<file path="src/rtl/shared_functional_unit_arbiter_if.sv">
// shared_functional_unit_arbiter_if: requester, FU and result-side signals of the shared FU arbiter
interface shared_functional_unit_arbiter_if #(
  parameter int NUM_REQUESTERS = 4,
  parameter int OP_WIDTH = 4,
  parameter int WORD_WIDTH = 32,
  parameter int COUNTER_WIDTH = 32
);
  localparam int IW = $clog2(NUM_REQUESTERS);
  logic [NUM_REQUESTERS-1:0] requester_enable;
  logic [NUM_REQUESTERS-1:0] request_valid;
  logic [NUM_REQUESTERS-1:0] request_ready;
  logic [NUM_REQUESTERS*OP_WIDTH-1:0] request_op;
  logic [NUM_REQUESTERS*WORD_WIDTH-1:0] request_operand_0;
  logic [NUM_REQUESTERS*WORD_WIDTH-1:0] request_operand_1;
  logic [NUM_REQUESTERS*WORD_WIDTH-1:0] request_operand_2;
  logic [OP_WIDTH-1:0] fu_op;
  logic [WORD_WIDTH-1:0] fu_operand_0;
  logic [WORD_WIDTH-1:0] fu_operand_1;
  logic [WORD_WIDTH-1:0] fu_operand_2;
  logic [WORD_WIDTH-1:0] fu_result;
  logic result_valid;
  logic result_ready;
  logic [WORD_WIDTH-1:0] result;
  logic [IW-1:0] result_requester_index;
  logic counter_clear;
  logic [COUNTER_WIDTH-1:0] busy_cycle_count;
  modport master (
    output requester_enable, request_valid, request_op, request_operand_0, request_operand_1,
           request_operand_2, fu_result, result_ready, counter_clear,
    input  request_ready, fu_op, fu_operand_0, fu_operand_1, fu_operand_2, result_valid, result,
           result_requester_index, busy_cycle_count
  );
  modport slave (
    input  requester_enable, request_valid, request_op, request_operand_0, request_operand_1,
           request_operand_2, fu_result, result_ready, counter_clear,
    output request_ready, fu_op, fu_operand_0, fu_operand_1, fu_operand_2, result_valid, result,
           result_requester_index, busy_cycle_count
  );
endinterface

</file>
<file path="src/rtl/shared_functional_unit_arbiter.sv">
// shared_functional_unit_arbiter: round-robin sharing of one single-cycle FU with a one-entry result register
module shared_functional_unit_arbiter #(
  parameter int NUM_REQUESTERS = 4,
  parameter int COUNTER_WIDTH = 32,
  parameter int OP_WIDTH = 4,
  parameter int WORD_WIDTH = 32,
  parameter logic [OP_WIDTH-1:0] OP_NOP = '0
) (
  input logic clock,
  input logic reset,
  shared_functional_unit_arbiter_if.slave bus
);
  localparam int IW = $clog2(NUM_REQUESTERS);
  logic [NUM_REQUESTERS-1:0] eligible;
  logic [IW-1:0] grant_idx, cand, ptr_q, ptr_d, index_q, index_d;
  logic grant_valid, can_accept, fire;
  logic result_valid_q, result_valid_d;
  logic [WORD_WIDTH-1:0] result_q, result_d;
  logic [COUNTER_WIDTH-1:0] count_q, count_d;
  assign eligible = bus.request_valid & bus.requester_enable;
  assign can_accept = !result_valid_q || bus.result_ready;
  // Scan from the highest offset down so the last hit is the one closest to the pointer
  always_comb begin
    grant_valid = 1'b0;
    grant_idx = '0;
    cand = '0;
    for (int i = NUM_REQUESTERS - 1; i >= 0; i--) begin
      cand = IW'((int'(ptr_q) + i) % NUM_REQUESTERS);
      if (eligible[cand]) begin
        grant_valid = 1'b1;
        grant_idx = cand;
      end
    end
  end
  // Gating with reset keeps every output quiet while reset is held
  assign fire = !reset && grant_valid && can_accept;
  assign bus.request_ready = fire ? NUM_REQUESTERS'(1) << grant_idx : '0;
  assign bus.fu_op = fire ? bus.request_op[grant_idx*OP_WIDTH +: OP_WIDTH] : OP_NOP;
  assign bus.fu_operand_0 = fire ? bus.request_operand_0[grant_idx*WORD_WIDTH +: WORD_WIDTH] : '0;
  assign bus.fu_operand_1 = fire ? bus.request_operand_1[grant_idx*WORD_WIDTH +: WORD_WIDTH] : '0;
  assign bus.fu_operand_2 = fire ? bus.request_operand_2[grant_idx*WORD_WIDTH +: WORD_WIDTH] : '0;
  always_comb begin
    result_valid_d = fire ? 1'b1 : (bus.result_ready ? 1'b0 : result_valid_q);
    result_d = fire ? bus.fu_result : result_q;
    index_d = fire ? grant_idx : index_q;
    ptr_d = !fire ? ptr_q : (grant_idx == IW'(NUM_REQUESTERS - 1)) ? '0 : grant_idx + 1'b1;
    count_d = bus.counter_clear ? '0 : (fire && !(&count_q)) ? count_q + 1'b1 : count_q;
  end
  always_ff @(posedge clock or posedge reset) begin
    if (reset) begin
      result_valid_q <= 1'b0;
      result_q <= '0;
      index_q <= '0;
      ptr_q <= '0;
      count_q <= '0;
    end else begin
      result_valid_q <= result_valid_d;
      result_q <= result_d;
      index_q <= index_d;
      ptr_q <= ptr_d;
      count_q <= count_d;
    end
  end
  assign bus.result_valid = result_valid_q;
  assign bus.result = result_q;
  assign bus.result_requester_index = index_q;
  assign bus.busy_cycle_count = count_q;
endmodule

</file>
<file path="src/flat_wrapper.sv">
// flat-port wrapper written by rule: the top's interface ports become plain ports
module shared_functional_unit_arbiter_flat 
#(
  parameter int NUM_REQUESTERS = 4,
  parameter int COUNTER_WIDTH = 32,
  parameter int OP_WIDTH = 4,
  parameter int WORD_WIDTH = 32,
  parameter logic [OP_WIDTH-1:0] OP_NOP = '0
)
  (clock, reset, bus_requester_enable, bus_request_valid, bus_request_op, bus_request_operand_0, bus_request_operand_1, bus_request_operand_2, bus_fu_result, bus_result_ready, bus_counter_clear, bus_request_ready, bus_fu_op, bus_fu_operand_0, bus_fu_operand_1, bus_fu_operand_2, bus_result_valid, bus_result, bus_result_requester_index, bus_busy_cycle_count);
  shared_functional_unit_arbiter_if #(.NUM_REQUESTERS(NUM_REQUESTERS), .OP_WIDTH(OP_WIDTH), .WORD_WIDTH(WORD_WIDTH), .COUNTER_WIDTH(COUNTER_WIDTH)) bus_i ();
  input logic clock;
  input logic reset;
  input wire logic [$bits(bus_i.requester_enable)-1:0] bus_requester_enable;
  input wire logic [$bits(bus_i.request_valid)-1:0] bus_request_valid;
  input wire logic [$bits(bus_i.request_op)-1:0] bus_request_op;
  input wire logic [$bits(bus_i.request_operand_0)-1:0] bus_request_operand_0;
  input wire logic [$bits(bus_i.request_operand_1)-1:0] bus_request_operand_1;
  input wire logic [$bits(bus_i.request_operand_2)-1:0] bus_request_operand_2;
  input wire logic [$bits(bus_i.fu_result)-1:0] bus_fu_result;
  input wire logic [$bits(bus_i.result_ready)-1:0] bus_result_ready;
  input wire logic [$bits(bus_i.counter_clear)-1:0] bus_counter_clear;
  output wire logic [$bits(bus_i.request_ready)-1:0] bus_request_ready;
  output wire logic [$bits(bus_i.fu_op)-1:0] bus_fu_op;
  output wire logic [$bits(bus_i.fu_operand_0)-1:0] bus_fu_operand_0;
  output wire logic [$bits(bus_i.fu_operand_1)-1:0] bus_fu_operand_1;
  output wire logic [$bits(bus_i.fu_operand_2)-1:0] bus_fu_operand_2;
  output wire logic [$bits(bus_i.result_valid)-1:0] bus_result_valid;
  output wire logic [$bits(bus_i.result)-1:0] bus_result;
  output wire logic [$bits(bus_i.result_requester_index)-1:0] bus_result_requester_index;
  output wire logic [$bits(bus_i.busy_cycle_count)-1:0] bus_busy_cycle_count;
  assign bus_i.requester_enable = bus_requester_enable;
  assign bus_i.request_valid = bus_request_valid;
  assign bus_i.request_op = bus_request_op;
  assign bus_i.request_operand_0 = bus_request_operand_0;
  assign bus_i.request_operand_1 = bus_request_operand_1;
  assign bus_i.request_operand_2 = bus_request_operand_2;
  assign bus_i.fu_result = bus_fu_result;
  assign bus_i.result_ready = bus_result_ready;
  assign bus_i.counter_clear = bus_counter_clear;
  assign bus_request_ready = bus_i.request_ready;
  assign bus_fu_op = bus_i.fu_op;
  assign bus_fu_operand_0 = bus_i.fu_operand_0;
  assign bus_fu_operand_1 = bus_i.fu_operand_1;
  assign bus_fu_operand_2 = bus_i.fu_operand_2;
  assign bus_result_valid = bus_i.result_valid;
  assign bus_result = bus_i.result;
  assign bus_result_requester_index = bus_i.result_requester_index;
  assign bus_busy_cycle_count = bus_i.busy_cycle_count;
  shared_functional_unit_arbiter #(.NUM_REQUESTERS(NUM_REQUESTERS), .COUNTER_WIDTH(COUNTER_WIDTH), .OP_WIDTH(OP_WIDTH), .WORD_WIDTH(WORD_WIDTH), .OP_NOP(OP_NOP)) u_core (.clock(clock), .reset(reset), .bus(bus_i));
endmodule
</file>
<file path="config.mk">
export PLATFORM = sky130hd
export DESIGN_NAME = shared_functional_unit_arbiter_flat
export DESIGN_NICKNAME = d
export VERILOG_FILES = /design/src/rtl/shared_functional_unit_arbiter_if.sv /design/src/rtl/shared_functional_unit_arbiter.sv /design/src/flat_wrapper.sv
export SDC_FILE = /design/constraint.sdc
export NUM_CORES = 1
export LEC_CHECK = 0
export BUFFER_PORTS_ARGS = -buffer_cell sky130_fd_sc_hd__buf_2
export CAP_MARGIN = 20
export CORE_AREA = 2 2 240 242
export DETAILED_ROUTE_END_ITERATION = 6
export DIE_AREA = 0 0 242 244
export GPL_TIMING_DRIVEN = 1
export HOLD_SLACK_MARGIN = 0.05
export PLACE_DENSITY = 0.3
export SETUP_SLACK_MARGIN = 0.02
export SLEW_MARGIN = 0
export SYNTH_ARGS = -nofsm -noshare
export SYNTH_HDL_FRONTEND = slang
export SYNTH_SLANG_ARGS = --single-unit
</file>
<file path="constraint.sdc">
create_clock -name clock -period 4.3 [get_ports clock]
set_clock_uncertainty 0.05 [all_clocks]
set_input_delay 0.43 -clock clock [delete_from_list [all_inputs] [get_ports clock]]
set_output_delay 0.43 -clock clock [all_outputs]
set_load 0.005 [all_outputs]
</file>
==> results of run 1 <==
critical path, cell delays in order (launching register included):
cell and delay (ps):
sky130_fd_sc_hd__dfrtp_1 420, sky130_fd_sc_hd__o22ai_1 180, sky130_fd_sc_hd__o22ai_1 110, sky130_fd_sc_hd__buf_4 170, sky130_fd_sc_hd__inv_8 300, sky130_fd_sc_hd__buf_4 460
sky130_fd_sc_hd__mux2i_1 630, sky130_fd_sc_hd__o22ai_1 220, sky130_fd_sc_hd__buf_2 200
state kept, by name, indices dropped and copies added (netlist names):
signal	cells
u_core.bus.result_valid	1
u_core.bus.result_requester_index	2
u_core.bus.result	32
u_core.ptr_q	2
u_core.bus.busy_cycle_count	32
cells by family (layout without fill, tap and decap cells):
kind of cell	after synthesis	after routing	share of synthesized area (%)
other	0	11	0
muxes	203	203	33.3
xor gates and xnor gates	5	5	0.717
adders and majority gates	5	5	1.02
DFF	69	69	28.3
AOI/OAI and AO/OA	164	164	16.5
and+or+nand+nor	208	208	16.2
buffers and inverters	64	652	4.01
metrics by stage:
step	util [%]	cell area, um^2	setup WS, ps
2_1_floorplan	-	6110	1770
3_5_place_dp	18.0	10100	719
3_3_place_gp	18.0	10100	733
6_report	18.6	10500	650
5_1_grt	18.6	10400	455
4_1_cts	18.6	10400	614
area by class of cell:
cell class	count	area [um^2]
diodes	11	27.5
repair buffers	631	3250
clock inverters	3	42.5
well taps	756	946
inverters	5	26.3
clock buffers	13	270
flip-flops and latches	69	1730
multi-input cells	585	4160
fillers	6434	45700
where the power goes:
part,switching [uW],leakage (uW),total (uW),internal (uW)
sequential,40.1,0.000902,760,720
clock,310,0.000152,806,496
combinational,952,0.00497,1750,803
total,1300,0.00602,3320,2020
worst min path at each step:
stage          slack (ps)                 start  cells after the start                     to
2_1_floorplan         420  u_core.bus.result[0]                      2   u_core.bus.result[0]
3_3_place_gp          400  u_core.bus.result[4]                      2   u_core.bus.result[4]
3_5_place_dp          410  u_core.bus.result[0]                      2   u_core.bus.result[0]
4_1_cts               180     bus_fu_result[26]                      3  u_core.bus.result[26]
5_1_grt               200     bus_fu_result[28]                      3  u_core.bus.result[28]
6_report              210     bus_fu_result[26]                      3  u_core.bus.result[26]
metal layers:
| layer | track usage (%) | wire length, um | vias to the layer above |
|---|---|---|---|
| li1 | - | - | 3871 |
| met1 | 17.5 | 17700 | 3811 |
| met2 | 25.4 | 23100 | 436 |
| met3 | 5.45 | 4660 | 68 |
| met4 | 6.05 | 1410 | 4 |
| met5 | 0 | 27 | - |
layout by cell type (no fill, tap or decap), types with 9 or more instances in the layout:
cell type                   count
sky130_fd_sc_hd__clkbuf_16      9
sky130_fd_sc_hd__nand3_1       13
sky130_fd_sc_hd__dfrtp_1       69
sky130_fd_sc_hd__diode_2       11
sky130_fd_sc_hd__buf_2        614
sky130_fd_sc_hd__o21ai_0       19
sky130_fd_sc_hd__nand2_1      118
sky130_fd_sc_hd__buf_4         13
sky130_fd_sc_hd__nand4_1        9
sky130_fd_sc_hd__or3_1         19
sky130_fd_sc_hd__o22ai_1      104
sky130_fd_sc_hd__mux2i_1      201
sky130_fd_sc_hd__a21oi_1       26
sky130_fd_sc_hd__nor2_1        14
==> impl_metrics.prom, run 1 <==
# TYPE chip_impl_metric gauge
chip_impl_info{name="status",value="finished clean"} 1
chip_impl_metric{name="worstPathMaxFanout",unit=""} 50
chip_impl_metric{name="placed_cells_incl_taps",unit=""} 2046
chip_impl_metric{name="wire_per_inst",unit="um"} 22.7
chip_impl_metric{name="routed-via-count",unit=""} 8190
chip_impl_metric{name="cts_sinks",unit=""} 69
chip_impl_metric{name="vias_in_the_first_global_route",unit=""} 8295
chip_impl_metric{name="ir_worst_vdd",unit="V"} 0.000193
chip_impl_metric{name="clk_pin_slew_worst_paths",unit="ps"} 70
chip_impl_metric{name="postCtsSetupRepairBufs",unit=""} 0
chip_impl_metric{name="port_buffers",unit=""} 614
chip_impl_metric{name="die_h",unit="um"} 244
chip_impl_metric{name="finalNonFillerCells",unit=""} 2073
chip_impl_metric{name="post_cts_hold_buffer_count",unit=""} 0
chip_impl_metric{name="antenna_found_initial",unit=""} 51
chip_impl_metric{name="slew_viol_final",unit=""} 0
chip_impl_metric{name="worstSkewPairLatency",unit="ps"} 360
chip_impl_metric{name="synth.lib_cells_used.distinct",unit=""} 43
chip_impl_metric{name="finalHoldViolations",unit=""} 0
chip_impl_metric{name="fin_total_pwr",unit="uW"} 3320
chip_impl_metric{name="syn2layout_area_growth",unit="%"} 71.1
chip_impl_metric{name="net_count_after_synthesis",unit=""} 1167
chip_impl_metric{name="proportion_of_synthesized_chip_area_in_sequential_cells",unit="%"} 28.3
chip_impl_info{name="endpoint_kind",value="output pin"} 1
chip_impl_info{name="r2r-end",value="u_core.bus.busy_cycle_count[30]"} 1
chip_impl_metric{name="detailedPlacementHpwl",unit="um"} 39900
chip_impl_metric{name="die-width",unit="um"} 242
chip_impl_metric{name="num-nets-final",unit=""} 1750
chip_impl_metric{name="timing.setup.tns",unit="ps"} 0
chip_impl_info{name="synth_area_leaders",value="sky130_fd_sc_hd__mux2i_1 (33%), sky130_fd_sc_hd__dfrtp_1 (28%), sky130_fd_sc_hd__o22ai_1 (11%), sky130_fd_sc_hd__nand2_1 (7.4%), sky130_fd_sc_hd__clkbuf_1 (2.5%)"} 1
chip_impl_metric{name="grt_start_max_net_pins",unit=""} 61
chip_impl_metric{name="detail_route.first_pass.iterations",unit=""} 5
chip_impl_metric{name="setup_viol_count_final",unit=""} 0
chip_impl_metric{name="grt_first_pass_wirelength",unit="um"} 62800
chip_impl_metric{name="fraction_of_post_synthesis_cell_area_in_the_top_cell_type_by_area",unit="%"} 32.9
chip_impl_info{name="holdCritPathClass",value="in -> reg"} 1
chip_impl_metric{name="detail_route.drc_violations",unit=""} 0
chip_impl_metric{name="powerDensity",unit="nW/um^2"} 318
chip_impl_info{name="rr_startpoint",value="u_core.bus.busy_cycle_count[0]"} 1
chip_impl_metric{name="timing.critical_path.arrival",unit="ps"} 3170
chip_impl_metric{name="first_iter_violations",unit=""} 545
chip_impl_metric{name="post-route-period-util",unit="%"} 84.9
chip_impl_info{name="synth_commonest_cells",value="sky130_fd_sc_hd__mux2i_1 (201), sky130_fd_sc_hd__nand2_1 (120), sky130_fd_sc_hd__o22ai_1 (104)"} 1
chip_impl_info{name="grt_setup_unrepaired",value="no"} 1
chip_impl_metric{name="io_pins",unit=""} 615
chip_impl_metric{name="postSynthAreaPerCell",unit="um^2"} 8.51
chip_impl_info{name="timing.setup.critical_path_class",value="reg -> out"} 1
chip_impl_metric{name="highest_achievable_clock_rate",unit="MHz"} 274
chip_impl_metric{name="cts.repair.resized",unit=""} 0
chip_impl_metric{name="timing.max_cap.violations",unit=""} 0
chip_impl_info{name="most_numerous_cell_in_the_yosys_netlist",value="sky130_fd_sc_hd__mux2i_1"} 1
chip_impl_metric{name="cts_htree_levels",unit=""} 3
chip_impl_metric{name="worst_slew_margin_rel",unit="%"} 42.6
chip_impl_metric{name="synth_edf_count",unit=""} 0
chip_impl_metric{name="clock_tree.buffer_depth",unit=""} 2
chip_impl_metric{name="worst-r2r-setup-slack",unit="ps"} 1460
chip_impl_info{name="startpoint_type",value="register"} 1
chip_impl_metric{name="netlist_instances",unit=""} 718
chip_impl_metric{name="grt_overflow",unit=""} 0
chip_impl_metric{name="ff_latch_count_synth",unit=""} 69
chip_impl_metric{name="die_area",unit="um^2"} 59000
chip_impl_metric{name="worst_pin_slew",unit="ps"} 859
chip_impl_metric{name="netlist_area",unit="um^2"} 6110
chip_impl_metric{name="floorplan.initialDensity",unit="%"} 10.9
chip_impl_info{name="synth_top_area_cell",value="sky130_fd_sc_hd__mux2i_1"} 1
chip_impl_metric{name="ys_warn_count",unit=""} 0
chip_impl_metric{name="finalWeightedCongestion",unit=""} 1.03
chip_impl_metric{name="tritoncts_buffer_count",unit=""} 9
chip_impl_metric{name="gr-usage-all-layers",unit="%"} 15.1
chip_impl_metric{name="post_route_cells_drive_above_1_share",unit="%"} 50.5
chip_impl_metric{name="reg2regPathDepth",unit=""} 6
chip_impl_metric{name="fp.coreArea",unit="um^2"} 56200
chip_impl_metric{name="worst-endpoint-required",unit="ps"} 3820
chip_impl_metric{name="p_leak",unit="uW"} 0.00602
chip_impl_info{name="ys.flop_type",value="sky130_fd_sc_hd__dfrtp_1"} 1
chip_impl_metric{name="synth-async-reset-ratio",unit="%"} 100
chip_impl_info{name="worst_setup_path_endpoint",value="bus_fu_operand_1[0]"} 1
chip_impl_metric{name="post_drt_via_cell_ratio",unit=""} 3.95
chip_impl_metric{name="timing.final.crit_period",unit="ps"} 3650
chip_impl_info{name="clock_tree.root_cell",value="sky130_fd_sc_hd__clkbuf_16"} 1
chip_impl_metric{name="antenna_violating_nets_remaining",unit=""} 0
chip_impl_info{name="worst_setup_path_startpoint",value="u_core.ptr_q[0]"} 1
chip_impl_metric{name="final.hold.worst_slack",unit="ps"} 209
chip_impl_metric{name="rows",unit=""} 87
chip_impl_metric{name="wl",unit="um"} 47000
chip_impl_info{name="tritoncts",value="yes"} 1
Power figures use the tool's default switching activity.
==> run 2: changes to the inputs <==
--- a/config.mk
+++ b/config.mk
@@ -5,14 +5,15 @@
 export SDC_FILE = /design/constraint.sdc
 export NUM_CORES = 1
 export LEC_CHECK = 0
+export ABC_AREA = 1
 export BUFFER_PORTS_ARGS = -buffer_cell sky130_fd_sc_hd__buf_2
 export CAP_MARGIN = 20
-export CORE_AREA = 2 2 240 242
+export CORE_AREA = 2 2 243 245
 export DETAILED_ROUTE_END_ITERATION = 6
-export DIE_AREA = 0 0 242 244
+export DIE_AREA = 0 0 245 247
 export GPL_TIMING_DRIVEN = 1
 export HOLD_SLACK_MARGIN = 0.05
-export PLACE_DENSITY = 0.3
+export PLACE_DENSITY = 0.34
 export SETUP_SLACK_MARGIN = 0.02
 export SLEW_MARGIN = 0
 export SYNTH_ARGS = -nofsm -noshare
==> constraint.sdc (replaced) <==
create_clock -name clock -period 3.3 [get_ports clock]
set_clock_uncertainty 0.05 [all_clocks]
set_input_delay 0.33 -clock clock [delete_from_list [all_inputs] [get_ports clock]]
set_output_delay 0.33 -clock clock [all_outputs]
set_load 0.005 [all_outputs]
==> run 2 against run 1 <==
Effect of this change: via count rose by 48%; register-to-register slack got worse by 760 ps; sequential power increased by 62%; critical path depth up 4; final area up 25%; clock power is 32% higher; synthesized cell count up 120%; first-iteration DRC count increased by 39%; flip-flop and latch count did not move; die area increased by 2.5%.
==> impl_metrics.prom, run 2 <==
# TYPE chip_impl_metric gauge
chip_impl_metric{name="wire_per_inst",unit="um"} 18.1
chip_impl_metric{name="routed-via-count",unit=""} 12100
chip_impl_info{name="tritoncts",value="yes"} 1
chip_impl_metric{name="timing.critical_path.arrival",unit="ps"} 2720
chip_impl_metric{name="first_iter_violations",unit=""} 756
chip_impl_metric{name="p_leak",unit="uW"} 0.00776
chip_impl_metric{name="syn2layout_area_growth",unit="%"} 51.2
chip_impl_info{name="slowest_stage",value="sky130_fd_sc_hd__dfrtp_2"} 1
chip_impl_metric{name="critical_path.n_buffers_inverters",unit=""} 4
chip_impl_metric{name="num-nets-final",unit=""} 2571
chip_impl_metric{name="timing.setup.tns",unit="ps"} 0
chip_impl_metric{name="netlist_area",unit="um^2"} 8660
chip_impl_metric{name="timing.final.crit_period",unit="ps"} 3100
chip_impl_metric{name="worst_pin_slew",unit="ps"} 582
chip_impl_info{name="ys.flop_type",value="sky130_fd_sc_hd__dfrtp_1"} 1
chip_impl_metric{name="powerDensity",unit="nW/um^2"} 978
chip_impl_metric{name="yosys.area_share.simple",unit="%"} 55.5
chip_impl_metric{name="critical-path-max-stage-delay",unit="ps"} 460
chip_impl_metric{name="multi_input_area",unit="um^2"} 5570
chip_impl_metric{name="antenna_violating_nets_remaining",unit=""} 0
chip_impl_metric{name="finalHoldViolations",unit=""} 0
chip_impl_metric{name="rows",unit=""} 89
chip_impl_info{name="most_numerous_cell_in_the_yosys_netlist",value="sky130_fd_sc_hd__nand2_1"} 1
chip_impl_info{name="synth_commonest_cells",value="sky130_fd_sc_hd__nand2_1 (471), sky130_fd_sc_hd__nand3_1 (388), sky130_fd_sc_hd__inv_1 (225)"} 1
chip_impl_metric{name="ff_latch_count_synth",unit=""} 69
chip_impl_metric{name="clock_tree.buffer_depth",unit=""} 2
chip_impl_metric{name="setup_viol_count_final",unit=""} 0
chip_impl_info{name="critPathTopFamily",value="simple AND/OR/NAND/NOR gates"} 1
chip_impl_info{name="endpoint_kind",value="output pin"} 1
chip_impl_info{name="critical_path.cell_chain",value="buf_4, xnor2_1, nand2_1, nand2_1, nor2_1, a21oi_4, buf_12, nor2_4, buf_12, nand3_1, nand2_1, buf_2"} 1
chip_impl_metric{name="worstSkewPairLatency",unit="ps"} 350
chip_impl_metric{name="port_buffers",unit=""} 614
chip_impl_metric{name="die_area",unit="um^2"} 60500
chip_impl_metric{name="num-fill-cells",unit=""} 6854
chip_impl_metric{name="net_count_after_synthesis",unit=""} 2021
chip_impl_metric{name="synthesized_area_fraction_occupied_by_ao_oa_aoi_and_oai_cells",unit="%"} 4.15
chip_impl_metric{name="yosys.area_share.xor_xnor",unit="%"} 3.03
chip_impl_metric{name="detail_route.drc_violations",unit=""} 0
chip_impl_metric{name="cts_sinks",unit=""} 69
chip_impl_info{name="clock_tree.root_cell",value="sky130_fd_sc_hd__clkbuf_16"} 1
chip_impl_info{name="grt_setup_unrepaired",value="no"} 1
chip_impl_metric{name="gr-usage-all-layers",unit="%"} 16.0
chip_impl_metric{name="antenna_found_initial",unit=""} 12
chip_impl_metric{name="detail_route.first_pass.iterations",unit=""} 5
chip_impl_metric{name="grt_start_max_net_pins",unit=""} 101
chip_impl_metric{name="die_h",unit="um"} 247
chip_impl_metric{name="clk_pin_slew_worst_paths",unit="ps"} 70
chip_impl_metric{name="die-width",unit="um"} 245
chip_impl_metric{name="area.sequential",unit="um^2"} 1730
chip_impl_metric{name="detailedPlacementHpwl",unit="um"} 39500
chip_impl_metric{name="proportion_of_synthesized_chip_area_in_sequential_cells",unit="%"} 19.9
chip_impl_metric{name="fp.coreArea",unit="um^2"} 58200
chip_impl_info{name="startpoint_type",value="register"} 1
chip_impl_info{name="synth_top_family_by_area",value="simple AND/OR/NAND/NOR gates"} 1
chip_impl_metric{name="slew_viol_final",unit=""} 0
chip_impl_metric{name="timing.max_cap.violations",unit=""} 0
chip_impl_info{name="rr_startpoint",value="u_core.ptr_q[0]"} 1
chip_impl_metric{name="floorplan.initialDensity",unit="%"} 14.9
chip_impl_info{name="r2r-end",value="u_core.bus.busy_cycle_count[13]"} 1
chip_impl_metric{name="grt_first_pass_wirelength",unit="um"} 74600
chip_impl_metric{name="tritoncts_buffer_count",unit=""} 9
chip_impl_metric{name="post_drt_via_cell_ratio",unit=""} 4.17
chip_impl_metric{name="fin_total_pwr",unit="uW"} 12800
chip_impl_metric{name="post_cts_hold_buffer_count",unit=""} 0
chip_impl_metric{name="adder_and_majority_gate_portion_of_the_synthesized_area",unit="%"} 0.722
chip_impl_metric{name="grt_overflow",unit=""} 0
chip_impl_metric{name="post-route-period-util",unit="%"} 93.9
chip_impl_metric{name="wl",unit="um"} 52700
chip_impl_metric{name="postSynthAreaPerCell",unit="um^2"} 5.51
chip_impl_info{name="timing.setup.critical_path_class",value="reg -> out"} 1
chip_impl_metric{name="vias_in_the_first_global_route",unit=""} 12200
chip_impl_metric{name="post_route_cells_drive_above_1_share",unit="%"} 35.6
chip_impl_info{name="status",value="finished clean"} 1
chip_impl_metric{name="worstPathMaxFanout",unit=""} 25
chip_impl_info{name="synth_top_area_cell",value="sky130_fd_sc_hd__nand3_1"} 1
chip_impl_info{name="layout.cells.most_common_list",value="sky130_fd_sc_hd__buf_2 (614), sky130_fd_sc_hd__nand2_1 (469), sky130_fd_sc_hd__nand3_1 (387), sky130_fd_sc_hd__inv_1 (224), sky130_fd_sc_hd__or2_2 (70)"} 1
chip_impl_metric{name="worst_slew_margin_rel",unit="%"} 61.1
chip_impl_metric{name="dpl_worst_slack",unit="ps"} 411
chip_impl_metric{name="netlist_instances",unit=""} 1572
chip_impl_info{name="synth_area_leaders",value="sky130_fd_sc_hd__nand3_1 (22%), sky130_fd_sc_hd__nand2_1 (20%), sky130_fd_sc_hd__dfrtp_1 (20%), sky130_fd_sc_hd__inv_1 (9.7%), sky130_fd_sc_hd__or2_2 (5.1%)"} 1
chip_impl_metric{name="finalWeightedCongestion",unit=""} 0.887
chip_impl_metric{name="fraction_of_post_synthesis_cell_area_in_the_top_cell_type_by_area",unit="%"} 22.4
chip_impl_metric{name="synth.area.mux_share",unit="%"} 0
chip_impl_info{name="holdCritPathClass",value="in -> async"} 1
chip_impl_metric{name="final.setup.worst_slack",unit="ps"} 202
chip_impl_metric{name="reg2regPathDepth",unit=""} 13
chip_impl_metric{name="ys_warn_count",unit=""} 0
chip_impl_metric{name="synth-async-reset-ratio",unit="%"} 100
chip_impl_info{name="critical-path-top-cell-by-count",value="sky130_fd_sc_hd__nand2_1"} 1
chip_impl_metric{name="ir_worst_vdd",unit="V"} 0.000536
chip_impl_metric{name="synth.lib_cells_used.distinct",unit=""} 30
chip_impl_metric{name="worst-endpoint-required",unit="ps"} 2920
chip_impl_metric{name="synth_edf_count",unit=""} 0
chip_impl_info{name="final_common_cell",value="sky130_fd_sc_hd__buf_2"} 1
chip_impl_metric{name="io_pins",unit=""} 615
chip_impl_metric{name="highest_achievable_clock_rate",unit="MHz"} 323
chip_impl_metric{name="worst-r2r-setup-slack",unit="ps"} 700
chip_impl_metric{name="cts_htree_levels",unit=""} 3
chip_impl_metric{name="timing.critical_path.depth",unit=""} 12
## run 2: worst reg2reg max path, cell delays in order (launching register included)
cell and delay [ps]:
sky130_fd_sc_hd__dfrtp_2 460, sky130_fd_sc_hd__buf_4 180, sky130_fd_sc_hd__xnor2_1 180, sky130_fd_sc_hd__nand2_1 150
sky130_fd_sc_hd__nand2_1 120, sky130_fd_sc_hd__nor2_1 50, sky130_fd_sc_hd__nand2_1 140, sky130_fd_sc_hd__nand3_4 140
sky130_fd_sc_hd__clkinv_2 100, sky130_fd_sc_hd__buf_4 260, sky130_fd_sc_hd__nand2_2 120, sky130_fd_sc_hd__nand2_4 350
sky130_fd_sc_hd__nand2_1 110, sky130_fd_sc_hd__o21ai_1 100
## run 2: area by class of cell
cell class / count / area share, %
well taps: 773 / 7.38
inverters: 229 / 6.57
flip-flops and latches: 69 / 13.2
repair buffers: 650 / 27.8
multi-input cells: 1163 / 42.5
clock inverters: 4 / 0.411
diodes: 6 / 0.115
clock buffers: 12 / 2.03
## run 2: per-layer routing
| layer | up-vias | track usage, % | routed length [um] |
|---|---|---|---|
| met3 | 70 | 2.84 | 3140 |
| li1 | 6010 | - | - |
| met4 | 6 | 4.29 | 1130 |
| met2 | 462 | 29.1 | 26700 |
| met1 | 5567 | 19.3 | 21700 |
| met5 | - | 0 | 37 |
## run 2: metrics by stage
step | area [um^2] | instances | hold slack [ps] | utilization (%)
2_1_floorplan | 8660 | 1572 | 390 | -
3_3_place_gp | 12600 | 2874 | 410 | 21.6
3_5_place_dp | 12600 | 2874 | 411 | 21.6
4_1_cts | 12900 | 2890 | 101 | 22.1
5_1_grt | 13100 | 2906 | 93.9 | 22.5
6_report | 13100 | 2906 | 73.5 | 22.5
## run 2: repair_timing
| action | CTS | global route |
|---|---|---|
| endpoints found under the hold margin | 0 | 0 |
| resized for setup | 0 | 9 |
| buffers inserted | 0 | 5 |
| endpoints found under the setup margin | 0 | 59 |
## run 2: cell families after synthesis
| kind of cell | count (synthesis) |
|---|---|
| simple gates | 1059 |
| buf+inv | 340 |
| compound gates | 69 |
| flops | 69 |
| xor+xnor | 30 |
| fa+ha+maj | 5 |
## run 2: worst max path at each step
stage,startpoint,end,slack (ps)
finish,u_core.ptr_q[0],bus_fu_op[0],200
global route,u_core.ptr_q[0],bus_fu_op[0],9
CTS,u_core.ptr_q[0],bus_fu_operand_2[12],30
detailed placement,bus_request_valid[3],bus_fu_op[0],410
global placement,bus_request_valid[3],bus_fu_operand_2[12],440
floorplan,reset,bus_fu_operand_0[11],160
## run 2: report_power, final
group          internal (uW)  leakage [uW]  switching (uW)
sequential              1080      0.000901             151
clock                    650      0.000151             411
combinational           3880       0.00671            6640
total                   5610       0.00776            7200
